### config.mk
export PLATFORM = sky130hd
export DESIGN_NAME = ape_mem_arbiter
export DESIGN_NICKNAME = d
export VERILOG_FILES = /design/src/rtl/ape_mem_arbiter.sv
export SDC_FILE = /design/constraint.sdc
export NUM_CORES = 1
export LEC_CHECK = 0
export ABC_AREA = 1
export CAP_MARGIN = 0
export CORE_AREA = 2 2 96 98
export DETAILED_ROUTE_END_ITERATION = 8
export DIE_AREA = 0 0 98 100
export DONT_BUFFER_PORTS = 1
export SYNTH_ARGS = -nofsm -noshare
export SYNTH_HDL_FRONTEND = slang
export SYNTH_SLANG_ARGS = --single-unit
### constraint.sdc
create_clock -name clk_i -period 2.6 [get_ports clk_i]
set_input_delay 0.52 -clock clk_i [delete_from_list [all_inputs] [get_ports clk_i]]
set_output_delay 0.52 -clock clk_i [all_outputs]
set_load 0.005 [all_outputs]
### src/rtl/ape_mem_arbiter.sv
// ape_mem_arbiter: round-robin arbiter that shares one APE core memory port
// between NUM_REQ requesters and routes in-order read responses back.
//
// Ports:
//   clk_i, rst_i        clock, synchronous active-high reset
//   req_i/add_i/opc_i   per-requester request, address (packed, req 0 in LSBs), opcode
//   gnt_o               per-requester grant (one-hot or zero, same cycle as m_gnt_i)
//   r_valid_o           per-requester response valid (one-hot or zero)
//   r_rdata_o           response data, broadcast to all requesters
//   m_req_o/m_add_o/m_opc_o/m_gnt_i           memory request channel
//   m_r_valid_i/m_r_rdata_i                   memory response channel
//   busy_o              at least one transaction in flight
//   err_o               sticky: response arrived with nothing outstanding
module ape_mem_arbiter #(
    parameter int NUM_REQ   = 4,
    parameter int ADDR_W    = 32,
    parameter int DATA_W    = 32,
    parameter int MAX_OUTST = 2
) (
    input  logic                      clk_i,
    input  logic                      rst_i,
    input  logic [NUM_REQ-1:0]        req_i,
    input  logic [NUM_REQ*ADDR_W-1:0] add_i,
    input  logic [NUM_REQ-1:0]        opc_i,
    output logic [NUM_REQ-1:0]        gnt_o,
    output logic [NUM_REQ-1:0]        r_valid_o,
    output logic [DATA_W-1:0]         r_rdata_o,
    output logic                      m_req_o,
    output logic [ADDR_W-1:0]         m_add_o,
    output logic                      m_opc_o,
    input  logic                      m_gnt_i,
    input  logic                      m_r_valid_i,
    input  logic [DATA_W-1:0]         m_r_rdata_i,
    output logic                      busy_o,
    output logic                      err_o
);

    localparam int IDX_W = $clog2(NUM_REQ);
    localparam int PTR_W = (MAX_OUTST > 1) ? $clog2(MAX_OUTST) : 1;
    localparam int CNT_W = $clog2(MAX_OUTST + 1);

    // ST_LOCKED: memory saw a request but has not granted it yet, so the
    // same requester must stay on the bus until it is accepted.
    typedef enum logic {
        ST_OPEN   = 1'b0,
        ST_LOCKED = 1'b1
    } lock_state_e;

    lock_state_e        state_q, state_d;
    logic [IDX_W-1:0]   lock_idx_q, lock_idx_d;
    logic [IDX_W-1:0]   rr_q, rr_d;
    logic [PTR_W-1:0]   rd_ptr_q, rd_ptr_d;
    logic [PTR_W-1:0]   wr_ptr_q, wr_ptr_d;
    logic [CNT_W-1:0]   cnt_q, cnt_d;
    logic               err_q, err_d;
    logic [IDX_W-1:0]   fifo_q [MAX_OUTST];
    logic [IDX_W-1:0]   fifo_d [MAX_OUTST];

    logic               en;
    logic               any_req;
    logic [IDX_W-1:0]   scan_idx;
    logic               have_req;
    logic [IDX_W-1:0]   win;
    logic [IDX_W-1:0]   sel;
    logic               push;
    logic               pop;
    logic               stray;
    logic [IDX_W-1:0]   head;

    function automatic logic [PTR_W-1:0] ptr_inc(input logic [PTR_W-1:0] p);
        if (p == PTR_W'(MAX_OUTST - 1)) begin
            return '0;
        end
        return p + 1'b1;
    endfunction

    function automatic logic [IDX_W-1:0] idx_inc(input logic [IDX_W-1:0] i);
        if (i == IDX_W'(NUM_REQ - 1)) begin
            return '0;
        end
        return i + 1'b1;
    endfunction

    // Issue is gated on the registered count only; a pop in this cycle
    // does not free a slot until the next one.
    assign en = (cnt_q < CNT_W'(MAX_OUTST));

    // Round-robin scan starting at rr_q, wrapping modulo NUM_REQ.
    always_comb begin : scan
        logic [IDX_W:0] pos;
        pos      = '0;
        any_req  = 1'b0;
        scan_idx = '0;
        for (int k = 0; k < NUM_REQ; k++) begin
            pos = {1'b0, rr_q} + (IDX_W + 1)'(k);
            if (pos >= (IDX_W + 1)'(NUM_REQ)) begin
                pos = pos - (IDX_W + 1)'(NUM_REQ);
            end
            if (!any_req && req_i[pos[IDX_W-1:0]]) begin
                any_req  = 1'b1;
                scan_idx = pos[IDX_W-1:0];
            end
        end
    end

    // A locked request is never withdrawn; requester holds req_i meanwhile.
    assign have_req = (state_q == ST_LOCKED) || any_req;
    assign win      = (state_q == ST_LOCKED) ? lock_idx_q : scan_idx;
    assign sel      = have_req ? win : '0;

    assign m_req_o  = en && have_req;
    assign m_add_o  = add_i[sel*ADDR_W +: ADDR_W];
    assign m_opc_o  = opc_i[sel];

    assign push     = m_req_o && m_gnt_i;
    assign pop      = m_r_valid_i && (cnt_q != '0);
    assign stray    = m_r_valid_i && (cnt_q == '0);
    assign head     = fifo_q[rd_ptr_q];

    assign gnt_o     = push ? (NUM_REQ'(1) << win) : '0;
    assign r_valid_o = pop ? (NUM_REQ'(1) << head) : '0;
    assign r_rdata_o = m_r_rdata_i;
    assign busy_o    = (cnt_q != '0);
    assign err_o     = err_q;

    always_comb begin : next_state
        state_d    = state_q;
        lock_idx_d = lock_idx_q;
        rr_d       = rr_q;
        rd_ptr_d   = rd_ptr_q;
        wr_ptr_d   = wr_ptr_q;
        cnt_d      = cnt_q;
        err_d      = err_q | stray;
        for (int i = 0; i < MAX_OUTST; i++) begin
            fifo_d[i] = fifo_q[i];
        end

        if (push) begin
            state_d          = ST_OPEN;
            rr_d             = idx_inc(win);
            fifo_d[wr_ptr_q] = win;
            wr_ptr_d         = ptr_inc(wr_ptr_q);
        end else if (m_req_o) begin
            // Request presented but not granted: pin it.
            state_d    = ST_LOCKED;
            lock_idx_d = win;
        end

        if (pop) begin
            rd_ptr_d = ptr_inc(rd_ptr_q);
        end

        unique case ({push, pop})
            2'b10:   cnt_d = cnt_q + 1'b1;
            2'b01:   cnt_d = cnt_q - 1'b1;
            default: cnt_d = cnt_q;
        endcase
    end

    always_ff @(posedge clk_i) begin
        if (rst_i) begin
            state_q    <= ST_OPEN;
            lock_idx_q <= '0;
            rr_q       <= '0;
            rd_ptr_q   <= '0;
            wr_ptr_q   <= '0;
            cnt_q      <= '0;
            err_q      <= 1'b0;
            for (int i = 0; i < MAX_OUTST; i++) begin
                fifo_q[i] <= '0;
            end
        end else begin
            state_q    <= state_d;
            lock_idx_q <= lock_idx_d;
            rr_q       <= rr_d;
            rd_ptr_q   <= rd_ptr_d;
            wr_ptr_q   <= wr_ptr_d;
            cnt_q      <= cnt_d;
            err_q      <= err_d;
            for (int i = 0; i < MAX_OUTST; i++) begin
                fifo_q[i] <= fifo_d[i];
            end
        end
    end

endmodule
After elaboration in Yosys (flattened, before gate mapping)
Memory sizes are Yosys's and may differ from the RTL's. A register that Yosys moved wholly into a read port is not among the register bits.
Index checks and enable logic that the tools add are counted.
- bits in writable memories: 4
- memories kept: 1
- input bits: 172
- bits in registers: 10
- memory list (memory ; words ; bits a word ; read ports ; clocked after Yosys merged registers in ; write ports ; RTL line ; source):
    fifo_q ; 2 ; 2 ; 3 ; 1 ; 2 ; 56 ; logic [IDX_W-1:0] fifo_q [MAX_OUTST];
- mux-type cells: 50
- reductions and logical operators: 17
- $lt $le $gt $ge: 12
- add/sub/neg operators: 12
- bitwise operators: 5
- equality and inequality tests: 3
- shifts and indexed selects: 3
- operator list (operator ; count):
    $shiftx 128x8->32 ; 1
    $mux 2 ; 15
    $mux 1 ; 24
    $lt 2x3->1 const B ; 5
    $mux 4 ; 3
    $bmux 1 s2 ; 5
    $sub 2x1->2 const B ; 5
    $ge 3x3->1 const B ; 3
    $logic_and 1x1->1 ; 8
    $shl 1x2->4 const A ; 2
    $add 2x2->3 const B ; 2
    $add 2x1->2 const B ; 2
    $bwmux 4 ; 1
    $eq 2x2->1 const B ; 2
    $pmux 2 s2 ; 1
    $reduce_bool 2->1 ; 2
    $add 2x1->3 const B ; 1
    $ge 2x3->1 const B ; 1
    $logic_not 1->1 ; 3
    $or 1x1->1 ; 3
    $add 1x1->1 const B ; 2
    $demux 2 s1 ; 1
    $eq 2x1->1 const B ; 1
    $ge 2x2->1 const B ; 1
    8 further kinds ; 8

Depth between registers and ports, before layout
- word-level depth: 19
- gate-level depth with buffers: 16

Least setup slack after synthesis
OpenSTA, ideal clock, no wires.
- kind: input-to-output
- start point: input port req_i[1]
- end point: output port gnt_o[1]
- stages: 13
- path buffers: 1
- arrival: 1.895 ns
- slack: 0.185 ns
- cells stage by stage: inv_1 -> nand2_1 -> nand3_1 -> nand2_1 -> nor2_2 -> nand2_1 -> o21ai_1 -> inv_1 -> a21boi_4 -> buf_6 -> ha_1 -> inv_1 -> nor2_1
- longest elaborated chain between the ends: 16
- elaborated cells on any way between the ends: 28
- RTL lines (item ; RTL line ; source):
    from (decl) ; 22 ; input logic [NUM_REQ-1:0] req_i,
    $bmux 1 s2 ; 99 ; if (!any_req && req_i[pos[IDX_W-1:0]]) begin
    $mux 1 (implied by the code) ; 99 ;
    $mux 1 ; 99 ;
    $logic_not 1->1 ; 99 ;
    $logic_and 1x1->1 ; 99 ;
    $mux 1 ; 99 ;
    $logic_not 1->1 ; 99 ;
    $logic_and 1x1->1 ; 99 ;
    $mux 1 ; 99 ;
    $logic_not 1->1 ; 99 ;
    $logic_and 1x1->1 ; 99 ;
    $mux 1 ; 99 ;
    $logic_or 1x1->1 ; 107 ; assign have_req = (state_q == ST_LOCKED) || any_req;
    $logic_and 1x1->1 ; 111 ; assign m_req_o = en && have_req;
    $logic_and 1x1->1 ; 115 ; assign push = m_req_o && m_gnt_i;
    $mux 4 * ; 120 ; assign gnt_o = push ? (NUM_REQ'(1) << win) : '0;
    to (decl) ; 25 ; output logic [NUM_REQ-1:0] gnt_o,
Mark *: on every way between the ends. The rest lies on a longest branch, timed or not. The select of a mux whose other input is x is not followed.

Worst setup path after layout
- start point: register rr_q[0]
- end point: output port m_add_o[25]
- longest elaborated chain between the ends: 17
- elaborated cells on any way between the ends: 41
- RTL lines (item ; RTL line ; source):
    from (decl) ; 51 ; logic [IDX_W-1:0] rr_q, rr_d;
    from (signal assigned) ; 175 ; rr_q <= rr_d;
    parallel branches: the longest is 15 deep, another holds $add 2x1->3 ; - ;
    $mux 2 * ; 109 ; assign sel = have_req ? win : '0;
    $shiftx 128x8->32 * ; 112 ; assign m_add_o = add_i[sel*ADDR_W +: ADDR_W];
    to (decl) ; 29 ; output logic [ADDR_W-1:0] m_add_o,
Mark *: on every way between the ends. The select of a mux whose other input is x is not followed.

==> flow_summary.toml <==
[yosys]
synth_cells = 531
ys_seq_elements = 15
synth-simple-area-share = 0.609
synth_area_sq_um = 2630
synth-xor-area-share = 0
avgSynthCellArea_sq_um = 4.94
synth-compound-area-share = 0.0500
synth-warning-count = 0
syn_nets = 708
ys_seq_area_frac = 0.114
synth_adder_area_share = 0.0238
muxShareOfSynthArea = 0
synth_cell_types = 23
synth_top_family_by_area = "simple AND/OR/NAND/NOR gates"

[layout]
utilization = 0.375
layout-area-overhead-vs-synth_pct = 27.0
fin_area_sq_um = 3330
layout.nets = 690
n_antenna_cell = 0
final_cell_count_no_fill = 623
drive_gt1_frac = 0.275

[grt]
grt_pass1_wl_microns = 12200
grt_max_degree = 41
first_global_vias = 2661
antenna_found_initial = 0
grt_overflow_total = 0
track_usage = 0.147

[critical_path]
critPathKind = "flop to primary output"
arrival_ns = 2.16
r2r-start = "rr_q[0]$_SDFFE_PP0P_"
endpoint_kind = "primary output"
cp.required_ns = 2.08
crit_path_start = "rr_q[0]$_SDFFE_PP0P_"
worstSetupStartpointType = "flop"
worstPathMaxFanout = 8
r2r-end = "cnt_q[1]$_SDFFE_PP0P_"
crit_end = "m_add_o[25]"
rr_worst_depth = 16
rrSetupSlack_ns = 0.43

[power_and_ir_drop]
p_leak_nw = 1.83
power.total_mw = 7.70
ir_drop_v = 0.000788
p_per_area_nw_per_um2 = 2310

[sta]
tightest_slew_ns = 0.414
finClkSkew_ns = 0.000940
rsz0062_at_grt = "true"
finalCriticalPeriod_ns = 2.68
max_freq_ghz = 0.373
fin_crit_sh = 1.03
tns_ns = -1.71
hold_viol = 0
maxSlewHeadroom = 0.721
hold_slack_ns = 0.333
report.final.slew_viol_count = 0
setup_violations = 32
finalWorstSetupSlack_ns = -0.0832

[clock_tree]
clkSinkCount = 15
cts_max_level = 1
clk_path_buf_depth = 2
clk_pin_slew_worst_paths_ns = 0.06
cts_tree = "done"
cts_inserted_buffers = 3
clkLatencyLatePin_ns = 0.25
cts_root_buffer = "clkbuf_8"

[die]
core_area_sq_um = 8890
io_pins = 248
dieWidth_microns = 98
design.die.area_sq_um = 9800
initial_core_util = 0.295
rows = 35
die_height_microns = 100

[placed_design]
place.port_buffers = 0
place_congestion = 0.892
dp.cells = 594
dpl_cell_area_sq_um = 2520
dp_slack_ns = 0.0948
post-dp-hpwl_microns = 6200

[run_status]
violations = "negative setup slack"
status = "complete, but fails checks"

[routing]
firstDrtPassIters = 4
drt_first_iter_violations = 167
route.detailed.drc = 0
vias_per_cell = 5.19
ant_nets = 0
vias = 3236
routed_wl_microns = 9500
wl_per_cell_microns = 15.2

[min_path]
hold_class = "input port to flop"

[flow_run]
max_cap_viol_count = 0
per-layer routing:
metal  global-route usage  up-vias  part of all wire  wire length [microns]
met2                0.274      178              0.50                   4760
met4               0.0160        0             0.012                    114
met3               0.0230       13             0.094                    889
met1                0.184     1466              0.39                   3730
li1                     -     1579                 -                      -
met5                    0        -                 0                      0
flip-flops by register name, indices dropped and copies added, names as in the netlist, named ones only:
signal      count
fifo_q          4
cnt_q           2
lock_idx_q      2
rr_q            2
err_o           1
rd_ptr_q        1
state_q         1
wr_ptr_q        1
layout make-up:
type	count	area [sq um]
fillers	983	5560
multi-input cells	424	2110
repair buffers	38	599
flip-flops and latches	15	308
well taps	111	139
inverters	31	129
clock buffers	4	45.0
critical path: stages (launching register included):
cell and delay, ns:
dfxtp_4 0.38, buf_8 0.15, nand2_4 0.06, nand3_2 0.08
nand2_2 0.08, inv_2 0.08, nand2_2 0.06, nand2_2 0.07
nand2_2 0.07, o21ai_4 0.30, buf_6 0.17, clkbuf_16 0.15
nand2_1 0.05, nand2_1 0.05, nand2_1 0.06, nand2_1 0.09
worst min-delay path by stage:
stage	start	endpoint	slack (ns)	cells after the start
3_5_place_dp	rd_ptr_q$_SDFFE_PP0P_	rd_ptr_q$_SDFFE_PP0P_	0.45	1
2_1_floorplan	cnt_q[1]$_SDFFE_PP0P_	cnt_q[1]$_SDFFE_PP0P_	0.42	1
4_1_cts	rst_i	wr_ptr_q$_SDFFE_PP0P_	0.34	1
5_1_grt	rst_i	wr_ptr_q$_SDFFE_PP0P_	0.33	1
6_report	rst_i	err_o$_SDFF_PP0_	0.33	1
3_3_place_gp	rd_ptr_q$_SDFFE_PP0P_	flop	0.43	1
cells in the final DEF (no fill, tap or decap), types with 2 or more instances in the layout:
cell       count
nand2_1      226
nand3_1       66
nand2_2       61
inv_1         22
nor2_1        18
dfxtp_1       13
buf_4         11
o21ai_0        9
a21oi_1        8
buf_12         8
nand2_4        7
buf_6          7
nand3_2        6
inv_2          6
clkbuf_16      6
nor2_2         5
ha_4           3
clkbuf_8       3
buf_16         3
buf_8          3
inv_4          2
nor2_4         2
nand4_1        2
nor3_1         2
ha_1           2
dfxtp_4        2
what timing repair did:
| item | CTS | global route |
|---|---|---|
| hold buffers | 0 | 0 |
| buffers inserted | 5 | 8 |
| pin swaps | 4 | 42 |
| hold endpoints to repair | 0 | 0 |
| setup endpoints to repair | 37 | 37 |
| cloned | 3 | 9 |
| resized for setup | 25 | 106 |
cell families after synthesis:
| logic type | count (synthesis) |
|---|---|
| compound gates | 22 |
| fa+ha+maj | 5 |
| buf+inv | 92 |
| flops | 15 |
| simple gates | 397 |
report_power, final:
group	switching (mW)	total (mW)	internal [mW]
sequential	0.0813	0.411	0.330
clock	0.0816	0.190	0.109
combinational	4.03	7.10	3.08
total	4.19	7.70	3.52
Yosys cell counts:
master / n / area share
nand2_1: 293 / 0.42
nor3_1: 2 / 0.0038
or2_1: 1 / 0.0024
nor2_1: 24 / 0.034
o21ai_2: 1 / 0.0033
nand4_1: 2 / 0.0048
a211oi_1: 1 / 0.0029
nand3_1: 72 / 0.14
nand2_2: 2 / 0.0048
inv_1: 28 / 0.040
o21ai_1: 1 / 0.0019
o21ai_0: 9 / 0.017
buf_6: 3 / 0.013
buf_2: 9 / 0.017
buf_4: 41 / 0.12
a21boi_4: 1 / 0.0072
inv_2: 3 / 0.0043
clkbuf_1: 8 / 0.011
a31oi_1: 1 / 0.0024
dfxtp_1: 15 / 0.11
nor2_2: 1 / 0.0024
a21oi_1: 8 / 0.015
ha_1: 5 / 0.024
Note: power is estimated with default switching activity, not from simulation.
